<file path="src/rtl/mux_rr_arbiter.sv">
// Round-robin arbiter and sequencer for a 4:1 datapath mux.
// One requester owns the mux at a time; its transfers are registered onto out.
module mux_rr_arbiter #(
    parameter int W        = 1,
    parameter int HOLD_MAX = 4
) (
    input  logic         clk,
    input  logic         rst_n,
    input  logic [3:0]   req,
    input  logic [W-1:0] i0,
    input  logic [W-1:0] i1,
    input  logic [W-1:0] i2,
    input  logic [W-1:0] i3,
    output logic [3:0]   gnt,
    output logic         s0,
    output logic         s1,
    output logic [W-1:0] out,
    output logic         out_valid,
    output logic         busy
);

    typedef enum logic {
        IDLE,
        GRANT
    } state_e;

    // A transfer with cnt at this value is the last one the current grant may take.
    localparam logic [7:0] HOLD_LAST = 8'(HOLD_MAX - 1);

    state_e       state_q, state_d;
    logic [1:0]   ptr_q, ptr_d;
    logic [7:0]   cnt_q, cnt_d;
    logic [3:0]   gnt_q, gnt_d;
    logic [1:0]   sel_q, sel_d;
    logic [W-1:0] out_q, out_d;
    logic         out_valid_q, out_valid_d;

    logic [W-1:0] data_sel;
    logic [1:0]   win;
    logic [1:0]   next_ptr;
    logic         xfer;
    logic         release_now;

    // First requester at or after p, searching circularly upward.
    function automatic logic [1:0] rr_pick(input logic [3:0] r, input logic [1:0] p);
        logic [1:0] idx;
        rr_pick = p;
        for (int k = 3; k >= 0; k--) begin
            idx = p + 2'(k);
            if (r[idx]) rr_pick = idx;
        end
    endfunction

    always_comb begin
        unique case (sel_q)
            2'd0:    data_sel = i0;
            2'd1:    data_sel = i1;
            2'd2:    data_sel = i2;
            default: data_sel = i3;
        endcase
    end

    // NOTE: every signal gets a default before the case, so no path leaves one unassigned (no latches).
    always_comb begin
        state_d     = state_q;
        ptr_d       = ptr_q;
        cnt_d       = cnt_q;
        gnt_d       = gnt_q;
        sel_d       = sel_q;
        out_d       = out_q;
        out_valid_d = 1'b0;
        xfer        = 1'b0;
        release_now = 1'b0;
        next_ptr    = sel_q + 2'd1;
        win         = rr_pick(req, ptr_q);

        unique case (state_q)
            IDLE: begin
                gnt_d = 4'b0000;
                if (|req) begin
                    gnt_d   = 4'b0001 << win;
                    sel_d   = win;
                    cnt_d   = 8'd0;
                    state_d = GRANT;
                end
            end
            GRANT: begin
                xfer        = req[sel_q];
                release_now = !xfer || (cnt_q == HOLD_LAST);
                if (xfer) begin
                    out_d       = data_sel;
                    out_valid_d = 1'b1;
                    cnt_d       = cnt_q + 8'd1;
                end
                if (release_now) begin
                    // Pointer moves past the released owner, so it becomes lowest priority.
                    ptr_d = next_ptr;
                    win   = rr_pick(req, next_ptr);
                    if (|req) begin
                        gnt_d = 4'b0001 << win;
                        sel_d = win;
                        cnt_d = 8'd0;
                    end else begin
                        gnt_d   = 4'b0000;
                        state_d = IDLE;
                    end
                end
            end
            default: state_d = IDLE;
        endcase
    end

    // NOTE: sequential state uses non-blocking assignments so all registers update together.
    always_ff @(posedge clk) begin
        if (!rst_n) begin
            state_q     <= IDLE;
            ptr_q       <= 2'd0;
            cnt_q       <= 8'd0;
            gnt_q       <= 4'b0000;
            sel_q       <= 2'd0;
            out_q       <= '0;
            out_valid_q <= 1'b0;
        end else begin
            state_q     <= state_d;
            ptr_q       <= ptr_d;
            cnt_q       <= cnt_d;
            gnt_q       <= gnt_d;
            sel_q       <= sel_d;
            out_q       <= out_d;
            out_valid_q <= out_valid_d;
        end
    end

    assign gnt       = gnt_q;
    assign s0        = sel_q[0];
    assign s1        = sel_q[1];
    assign out       = out_q;
    assign out_valid = out_valid_q;
    assign busy      = (state_q == GRANT);

endmodule

</file>
<file path="config.mk">
export PLATFORM = sky130hd
export DESIGN_NAME = mux_rr_arbiter
export DESIGN_NICKNAME = d
export VERILOG_FILES = /design/src/rtl/mux_rr_arbiter.sv
export SDC_FILE = /design/constraint.sdc
export NUM_CORES = 1
export LEC_CHECK = 0
export ABC_AREA = 0
export CAP_MARGIN = 20
export CORE_UTILIZATION = 37
export CTS_BUF_LIST = sky130_fd_sc_hd__clkbuf_4 sky130_fd_sc_hd__clkbuf_8
export DETAILED_ROUTE_END_ITERATION = 16
export PLACE_DENSITY = 0.65
export SYNTH_ARGS = -nofsm -noshare
export SYNTH_HDL_FRONTEND = slang
export SYNTH_SLANG_ARGS = --single-unit
</file>
<file path="constraint.sdc">
create_clock -name clk -period 2.85 [get_ports clk]
set_clock_uncertainty 0.15 [all_clocks]
set_input_delay 0.4275 -clock clk [delete_from_list [all_inputs] [get_ports clk]]
set_output_delay 0.4275 -clock clk [all_outputs]
set_load 0.05 [all_outputs]
</file>
==> results by group, run 1 <==
Synthesis
  • Synth warn: 0
  • Leading area contributor after synthesis: sky130_fd_sc_hd__dfxtp_1
  • Mean cell area of the mapped netlist: approximately 8.7 µm²
  • Synthesized netlist cell count: 143
  • Number of register bits inferred by synthesis: 19
  • Netlist Area Pre-Place: 1240 µm²
  • Yosys top cell area share: 30.6%
  • Syn_nets: 158
  • Ranking of synthesized cells by area: sky130_fd_sc_hd__dfxtp_1 (31%), sky130_fd_sc_hd__ha_1 (5.0%), sky130_fd_sc_hd__o21ai_0 (4.4%)
  • Sequential area share after synthesis: slightly above 30%
  • Post-synthesis cell type count: 44

Placed design
  • Cell area after placement: approximately 1500 µm²
  • Placer Congestion: 0.782
  • IO buf count: 18
  • DP Wirelength: between 2 and 2.5 mm

Die
  • Width of the die: 60.0 µm
  • Die Area: 3600 µm²
  • Io pins: 19
  • Die Y-Extent: 60.0 µm
  • Starting Density: 39.8%
  • Placeable Area: around 3100 µm²
  • Number of placement rows: 20

Timing
  • Setup TNS Final: 0 ns
  • Tcrit/Tclk final: about nine tenths
  • Final hold violation count: 0
  • F_max: 0.394 GHz
  • Worst relative slew slack: 57.8%
  • Unrepaired setup endpoints after global routing: no
  • Transition time at the pin with the least slew margin: 0.633 ns
  • Period minus WS final: between 2 and 3 ns
  • Final Slew Violations: 0
  • Number of failing setup endpoints in the final timing report: 0

Min path
  • Origin of the worst min-delay path: cnt_q[7]$_SDFFE_PN0P_
  • Count of cells along the worst hold path: 1
  • Worst hold path class: reg2reg

Finish
  • Ant. Diodes: 0
  • Most used cells in the layout excluding fill and tap cells: sky130_fd_sc_hd__dfxtp_1 (19), sky130_fd_sc_hd__clkdlybuf4s50_1 (18), sky130_fd_sc_hd__nor2_1 (12), sky130_fd_sc_hd__nand2_1 (12), sky130_fd_sc_hd__o21ai_0 (11)
  • Storage cell area: 380 µm²
  • Final Instance Area: approximately 1500 µm²
  • Share of final-layout standard cells stronger than drive strength 1: between 10 and 15%
  • Number of inserted filler cells in the final layout: 310
  • Area occupied by multi-input gates: 786 µm²
  • Most common cell after layout, fill and taps aside: sky130_fd_sc_hd__dfxtp_1
  • Synth-to-layout area growth: 21.3%
  • Final layout net count: approximately 180

Route
  • DR vias: 1137
  • Count of antenna-violating nets left after detailed routing: 0
  • Wirelength per Cell: 13.1 µm
  • Detailed Route Iter0 Violations: 36
  • Number of iterations in the first detailed-routing pass: 4
  • WL final: between 2 and 3 mm
  • Drt drc: 0
  • Average via count per standard cell: 5.41

Critical path
  • Critical path capture point type: output pin
  • Critical Path, Cell by Cell: clkdlybuf4s50_1
  • Startpoint types: flip-flop
  • Cell depth of the worst flop-to-flop path: 6
  • Count of buffering cells on the critical path with inverters included: 1
  • Cell with the largest stage delay on the worst path: sky130_fd_sc_hd__clkdlybuf4s50_1
  • Highest cell delay on the worst timing path: 0.93 ns
  • Endpoint arrival time on the critical path: 1.96 ns
  • Critical Path Stages: 1
  • Critical path required time: 2.27 ns
  • CP max FO: 19
  • Crit Path Class: reg2out
  • Worst setup startpoint: busy$_SDFF_PN0_
  • Launching point of the worst reg2reg path: sel_q[0]$_SDFFE_PN0P_
  • Family with the most delay on the worst path: buffers and inverters

Pwr
  • P_leak: between 0.0006 and 0.0007 µW
  • Final Power: approximately 750 µW
  • Power density of the placed cells: 496 nW/µm²
  • Worst IR drop on VDD: 0.175 mV

Global route
  • Largest net degree at the start of global routing: 20
  • Sum of overflow across all layers after global routing: 0
  • First-pass GRT wire length: approximately 4.5 mm
  • Number of global-route vias before repair: 1050
  • Antenna violations before repair: 0
  • GRT Total Usage: 16.5%

CTS
  • Insertion delay to the later sink of the worst-skew pair: 0.29 ns
  • Maximum root-to-sink buffer count: 2
  • CTS Root Buffer Type: sky130_fd_sc_hd__clkbuf_4
  • Clock tree from TritonCTS: yes
  • Number of H-tree levels: 1
  • Setup Buffers After CTS: 0
  • Post-CTS sizing: 0
  • CTS Sinks: 19
  • CTS Buf Count: 3
  • Clock-pin slew of the registers on the worst-case setup and hold paths: 0.10 ns
  • CTS Hold Bufs: 0

Run status
  • Outcome: completed

Flow run
  • Max Cap Violations: 0
-- worst reg2reg max path, delay by kind of cell, from the launching register on --
family	cells	cell delay, ns
simple gates	2	0.80
compound gates	2	0.55
fa+ha+maj	1	0.41
flops	1	0.36
buf+inv	1	0.11
-- layout make-up --
type	instances	share of cell area, %
repair buffers	26	15.9
clock buffers	4	1.99
flip-flops and latches	19	25.2
inverters	5	1.24
well taps	44	3.65
multi-input cells	112	52.0
-- power by group --
| group | switching (µW) | internal, µW | total, µW |
|---|---|---|---|
| Sequential | 20.3 | 288 | 309 |
| Clock | 80.1 | 64.0 | 144 |
| Combinational | 180 | 117 | 297 |
| Total | 281 | 469 | 750 |
-- Yosys cell counts (all sizes together) --
cell,instances
o211ai,1
inv,5
dfxtp,19
and4,2
a22o,2
buf,6
nor2,12
nand2b,4
or3,2
nand3,3
o211a,1
nand4,4
nor4,1
mux4,1
o21ai,12
nand2,12
and2,2
nand3b,3
or4,2
a32oi,3
clkbuf,1
mux2i,3
a21oi,11
mux2,1
and3,1
a311oi,1
or4b,1
ha,5
nor3b,3
nor3,2
a21o,7
or3b,1
a222oi,1
a31oi,3
a211oi,3
a221oi,2
-- registers in the layout (all words and copies together), names as in the netlist --
signal / cells
gnt: 4
cnt_q: 8
ptr_q: 2
sel_q: 2
out: 1
out_valid: 1
busy: 1
-- kinds of logic (layout without fill, tap and decap cells) --
group           after synthesis  after routing  share of synthesized area [%]
mux                           5              5                           5.43
flops                        19             19                           30.6
fa+ha+maj                     5              5                           5.03
simple gates                 55             55                           25.3
buf+inv                      12             35                           6.33
compound gates               47             47                           27.3
-- path summary, 6_finish.rpt --
| path | endpoint | slack, ns |
|---|---|---|
| max | busy | 0.31 |
| min | cnt_q[7]$_SDFFE_PN0P_ | 0.34 |
| max reg2reg | gnt[0]$_SDFFE_PN0N_ | 0.41 |
| min reg2reg | cnt_q[7]$_SDFFE_PN0P_ | 0.34 |
-- stage by stage --
stage	setup slack (ns)	hold WS [ns]	util, %	std cells
2_1_floorplan	0.151	0.294	-	143
3_3_place_gp	0.331	0.311	47.3	206
5_1_grt	0.200	0.365	48.3	210
6_report	0.313	0.344	48.3	210
4_1_cts	0.282	0.349	48.3	210
3_5_place_dp	0.270	0.321	47.3	206
-- routing by layer --
layer / global-route usage, % / up-vias / share of wire [%]
li1: - / 584 / -
met1: 20.9 / 522 / 48
met2: 27.0 / 31 / 48
met3: 4.98 / 0 / 4.3
met4: 4.32 / 0 / 0
met5: 0 / - / 0
No activity file was read; power rests on OpenSTA's default activity.
==> run 2: changes to the inputs <==
GPL_TIMING_DRIVEN = 0   (was default)
==> run 2 against run 1 <==
Effect of this change: via count grew 0.70%; worst hold slack gained 0.014 ns; die area unchanged; maximum frequency down 4.5%; critical endpoint is now gnt[0]$_SDFFE_PN0N_.
==> results by group, run 2 (same netlist as run 1, synthesis figures left out) <==
Run status
  • Outcome: completed

CTS
  • CTS Sinks: 19
  • CTS Hold Bufs: 0
  • Setup Buffers After CTS: 0
  • Clock-pin slew of the registers on the worst-case setup and hold paths: 0.11 ns
  • Number of H-tree levels: 1
  • Post-CTS sizing: 0
  • Maximum root-to-sink buffer count: 2
  • Clock tree from TritonCTS: yes
  • CTS Buf Count: 3
  • Insertion delay to the later sink of the worst-skew pair: 0.31 ns
  • CTS Root Buffer Type: sky130_fd_sc_hd__clkbuf_4

Critical path
  • Highest cell delay on the worst timing path: 0.54 ns
  • Critical Path, Cell by Cell: inv_1 > ha_1 > or3_1 > a32oi_1 > or3b_1 > a31oi_1
  • Crit Path Class: reg2reg
  • Cell with the largest stage delay on the worst path: sky130_fd_sc_hd__dfxtp_1
  • Critical path capture point type: flip-flop
  • Startpoint types: flip-flop
  • CP max FO: 10
  • Cell depth of the worst flop-to-flop path: 6
  • Critical path required time: 2.95 ns
  • Count of buffering cells on the critical path with inverters included: 1
  • Endpoint arrival time on the critical path: 2.75 ns
  • Family with the most delay on the worst path: simple AND/OR/NAND/NOR gates
  • Critical Path Stages: 6

Timing
  • Worst relative slew slack: 36.3%
  • Tcrit/Tclk final: just over 90%
  • Setup TNS Final: 0 ns
  • Unrepaired setup endpoints after global routing: no
  • Final Slew Violations: 0
  • Number of failing setup endpoints in the final timing report: 0
  • Period minus WS final: ~2.7 ns
  • Transition time at the pin with the least slew margin: 0.947 ns
  • Final hold violation count: 0
  • Final hold slack: 0.358 ns
  • F_max: about 0.38 GHz

Placed design
  • Placer Congestion: ~0.8
  • IO buf count: 15
  • DP Wirelength: roughly 2.0 mm
  • Cell area after placement: 1450 µm²

Route
  • WL final: 2.72 mm
  • Number of iterations in the first detailed-routing pass: 5
  • Count of antenna-violating nets left after detailed routing: 0
  • Drt drc: 0
  • Wirelength per Cell: about 13 µm
  • Average via count per standard cell: about 5.6
  • Detailed Route Iter0 Violations: 34
  • DR vias: 1145

Global route
  • Largest net degree at the start of global routing: 11
  • Antenna violations before repair: 0
  • Number of global-route vias before repair: 1050
  • Sum of overflow across all layers after global routing: 0
  • GRT Total Usage: 16.6%
  • First-pass GRT wire length: between 4 and 5 mm

Die
  • Width of the die: 60.0 µm
  • Placeable Area: roughly 3100 µm²
  • Starting Density: 39.8%
  • Die Y-Extent: 60.0 µm
  • Io pins: 19
  • Die Area: 3600 µm²
  • Number of placement rows: 20

Finish
  • Number of flip-flops under the largest register name: 8
  • Number of inserted filler cells in the final layout: about 320
  • Largest register by flop count: cnt_q
  • Most common cell after layout, fill and taps aside: sky130_fd_sc_hd__dfxtp_1
  • Synth-to-layout area growth: 18.9%
  • Ant. Diodes: 0
  • Share of final-layout standard cells stronger than drive strength 1: 13.6%
  • Final layout net count: 178
  • Most used cells in the layout excluding fill and tap cells: sky130_fd_sc_hd__dfxtp_1 (19), sky130_fd_sc_hd__clkdlybuf4s50_1 (15), sky130_fd_sc_hd__nor2_1 (12), sky130_fd_sc_hd__nand2_1 (12), sky130_fd_sc_hd__o21ai_0 (11)
  • Final Instance Area: ~1500 µm²

Min path
  • Worst hold path class: reg2reg
  • Count of cells along the worst hold path: 1

Pwr
  • P_leak: 0.000600 µW
  • Power density of the placed cells: 505 nW/µm²
  • Worst IR drop on VDD: 0.189 mV

Flow run
  • Max Cap Violations: 0
## run 2: per-layer routing
layer	up-vias	share of wire (%)	global-route usage, %
met5	-	0	0
met4	0	1.9	7.31
met3	5	4.4	1.95
met2	34	47	28.3
met1	529	47	20.8
li1	577	-	-
## run 2: layout make-up
cell class | count | area [µm²] | share of cell area [%]
plain buffers | 7 | 60.1 | 4.06
clock buffers | 4 | 30.0 | 2.03
flip-flops and latches | 19 | 380 | 25.7
inverters | 5 | 18.8 | 1.27
repair buffers | 15 | 150 | 10.1
well taps | 44 | 55.1 | 3.72
multi-input cells | 112 | 786 | 53.1
## run 2: worst reg2reg max path, stage by stage (launching register included)
cell	delay (ns)
sky130_fd_sc_hd__dfxtp_1	0.54
sky130_fd_sc_hd__inv_1	0.18
sky130_fd_sc_hd__ha_1	0.42
sky130_fd_sc_hd__or3_1	0.39
sky130_fd_sc_hd__a32oi_1	0.38
sky130_fd_sc_hd__or3b_1	0.38
sky130_fd_sc_hd__a31oi_1	0.15
## run 2: path summary, 6_finish.rpt
kind | startpoint | endpoint | slack (ns)
max | sel_q[0]$_SDFFE_PN0P_ | gnt[0]$_SDFFE_PN0N_ | 0.19
max reg2reg | sel_q[0]$_SDFFE_PN0P_ | gnt[0]$_SDFFE_PN0N_ | 0.19
min | cnt_q[7]$_SDFFE_PN0P_ | cnt_q[7]$_SDFFE_PN0P_ | 0.36
min reg2reg | cnt_q[7]$_SDFFE_PN0P_ | cnt_q[7]$_SDFFE_PN0P_ | 0.36
## run 2: per-stage QoR
stage,util (%),cells,setup WS [ns],total power (µW)
global route,47.3,206,0.0180,792
floorplan,-,143,0.151,520
CTS,47.3,206,0.167,754
global placement,46.4,202,0.212,592
detailed placement,46.4,202,0.0995,601
finish,47.3,206,0.193,747
## run 2: where the power goes
part / internal, µW / switching [µW] / leakage, µW
sequential: 288 / 24.4 / 0.000155
clock: 64.2 / 88.9 / 0.0000184
combinational: 110 / 172 / 0.000426
total: 462 / 285 / 0.000600
==> run 3: changes to the inputs <==
MAX_ROUTING_LAYER = met4   (was default)
SKIP_LAST_GASP = 1   (was default)
==> run 3 against run 2 <==
Effect of this change: sequential share of layout area unchanged; critical path depth unchanged; worst setup slack got worse by 0.0034 ns; power hardly changed; via count increased by 0.26%; largest cell class unchanged; non-clock buffer count is the same; largest power group unchanged; register-to-register slack hardly changed; combinational power hardly changed.
==> results by group, run 3 (same netlist as run 1, synthesis figures left out) <==
Finish
  • Finished Core Util: 47.3%
  • Number of inserted filler cells in the final layout: 324
  • Ant. Diodes: 0
  • Final layout net count: 178
  • Share of final-layout standard cells stronger than drive strength 1: roughly 14%
  • Number of flip-flops under the largest register name: 8
  • Synth-to-layout area growth: 18.9%
  • Most used cells in the layout excluding fill and tap cells: sky130_fd_sc_hd__dfxtp_1 (19), sky130_fd_sc_hd__clkdlybuf4s50_1 (15), sky130_fd_sc_hd__nor2_1 (12), sky130_fd_sc_hd__nand2_1 (12), sky130_fd_sc_hd__o21ai_0 (11)
  • Most common cell after layout, fill and taps aside: sky130_fd_sc_hd__dfxtp_1
  • Largest register by flop count: cnt_q

Timing
  • Transition time at the pin with the least slew margin: 0.947 ns
  • F_max: 0.376 GHz
  • Final hold violation count: 0
  • Period minus WS final: 2.66 ns
  • Unrepaired setup endpoints after global routing: no
  • Final Slew Violations: 0
  • Number of failing setup endpoints in the final timing report: 0
  • Setup TNS Final: 0 ns
  • Worst relative slew slack: 36.3%
  • Tcrit/Tclk final: 93.3%

CTS
  • CTS Sinks: 19
  • Clock tree from TritonCTS: yes
  • Insertion delay to the later sink of the worst-skew pair: between 0.3 and 0.4 ns
  • Clock-pin slew of the registers on the worst-case setup and hold paths: around 0.11 ns
  • CTS Buf Count: 3
  • Setup Buffers After CTS: 0
  • Post-CTS sizing: 0
  • Number of H-tree levels: 1
  • CTS Root Buffer Type: sky130_fd_sc_hd__clkbuf_4
  • CTS Hold Bufs: 0
  • Maximum root-to-sink buffer count: 2

Die
  • Io pins: 19
  • Die Area: around 3600 µm²
  • Placeable Area: 3130 µm²
  • Starting Density: 39.8%
  • Number of placement rows: 20
  • Die Y-Extent: 60.0 µm
  • Width of the die: 60.0 µm

Min path
  • Hold Path Sink: cnt_q[7]$_SDFFE_PN0P_
  • Worst hold path class: reg2reg
  • Count of cells along the worst hold path: 1
  • Origin of the worst min-delay path: cnt_q[7]$_SDFFE_PN0P_

Placed design
  • DP Wirelength: between 2 and 2.5 mm
  • IO buf count: 15
  • Placer Congestion: approximately 0.80

Flow run
  • Max Cap Violations: 0

Global route
  • Grt peak-use layer: met2
  • GRT Total Usage: 17.1%
  • Sum of overflow across all layers after global routing: 0
  • Global Route met1 Usage: 20.8%
  • Grt met3 use: about 2%
  • First-pass GRT wire length: between 4 and 5 mm
  • Antenna violations before repair: 0
  • Largest net degree at the start of global routing: 11
  • Met2 Resource Use GR: between 20% and 30%
  • Number of global-route vias before repair: around 1100

Critical path
  • Reg-to-reg endpoint: gnt[0]$_SDFFE_PN0N_
  • Crit Path Class: reg2reg
  • Launching point of the worst reg2reg path: sel_q[0]$_SDFFE_PN0P_
  • CP max FO: 10
  • Critical path capture point type: flip-flop
  • Cell depth of the worst flop-to-flop path: 6
  • Critical path required time: around 3.0 ns
  • Register-to-register setup slack: 0.19 ns
  • Endpoint arrival time on the critical path: approximately 2.8 ns
  • Startpoint types: flip-flop

Route
  • Drt drc: 0
  • DR vias: 1148
  • Count of antenna-violating nets left after detailed routing: 0
  • Wirelength per Cell: roughly 13 µm
  • Number of iterations in the first detailed-routing pass: 6
  • WL final: 2.74 mm
  • Average via count per standard cell: 5.57
  • Detailed Route Iter0 Violations: 31

Pwr
  • P_leak: about 0.0006 µW
  • Worst IR drop on VDD: 0.189 mV
  • Power density of the placed cells: 505 nW/µm²

Run status
  • Outcome: completed
==> run 3: cell counts in the layout (fill, tap and decap cells not counted) <==
Identical to the previous run, type by type.
==> run 3: per-layer routing <==
metal / share of wire (%) / routed length (µm)
met1: 47 / 1280
met2: 47 / 1290
met3: 4.7 / 130
met4: 1.2 / 34
met5: 0 / 0
==> run 3: worst max-delay path by stage <==
stage	depth (start not counted)	start	slack [ns]	endpoint
floorplan	6	sel_q[0]$_SDFFE_PN0P_	0.15	gnt[0]$_SDFFE_PN0N_
global placement	6	req[0]	0.21	cnt_q[5]$_SDFFE_PN0P_
detailed placement	6	req[0]	0.1	cnt_q[5]$_SDFFE_PN0P_
CTS	6	sel_q[0]$_SDFFE_PN0P_	0.17	gnt[0]$_SDFFE_PN0N_
global route	6	sel_q[0]$_SDFFE_PN0P_	0.02	gnt[0]$_SDFFE_PN0N_
finish	6	sel_q[0]$_SDFFE_PN0P_	0.19	gnt[0]$_SDFFE_PN0N_
==> run 3: power by group <==
| part | internal, µW | leakage (µW) | switching (µW) |
|---|---|---|---|
| clock | 64.2 | 0.0000184 | 88.8 |
| combinational | 110 | 0.000426 | 172 |
| sequential | 288 | 0.000155 | 24.4 |
==> run 3: through the flow <==
stage / power, µW / worst slack [ns] / hold WS, ns / instance area, µm² / cells
after floorplan: 520 / 0.151 / 0.294 / 1240 / 143
after global placement: 592 / 0.212 / 0.313 / 1450 / 202
after global routing: 792 / 0.0180 / 0.386 / 1480 / 206
after detailed placement: 601 / 0.0995 / 0.335 / 1450 / 202
final: 748 / 0.190 / 0.358 / 1480 / 206
after CTS: 754 / 0.167 / 0.357 / 1480 / 206
==> run 3: cell type report <==
cell class                      count  area [µm²]  area share, %
Clock buffer                        4        30.0           2.03
Inverter                            5        18.8           1.27
Timing Repair Buffer               15         150           10.1
Multi-Input combinational cell    112         786           53.1
Tap cell                           44        55.1           3.72
Sequential cell                    19         380           25.7
Buffer                              7        60.1           4.06
==> run 3: worst max-delay path: stages (launching register included) <==
cell                      delay, ns
sky130_fd_sc_hd__dfxtp_1       0.54
sky130_fd_sc_hd__inv_1         0.18
sky130_fd_sc_hd__ha_1          0.42
sky130_fd_sc_hd__or3_1         0.39
sky130_fd_sc_hd__a32oi_1       0.38
sky130_fd_sc_hd__or3b_1        0.38
sky130_fd_sc_hd__a31oi_1       0.15
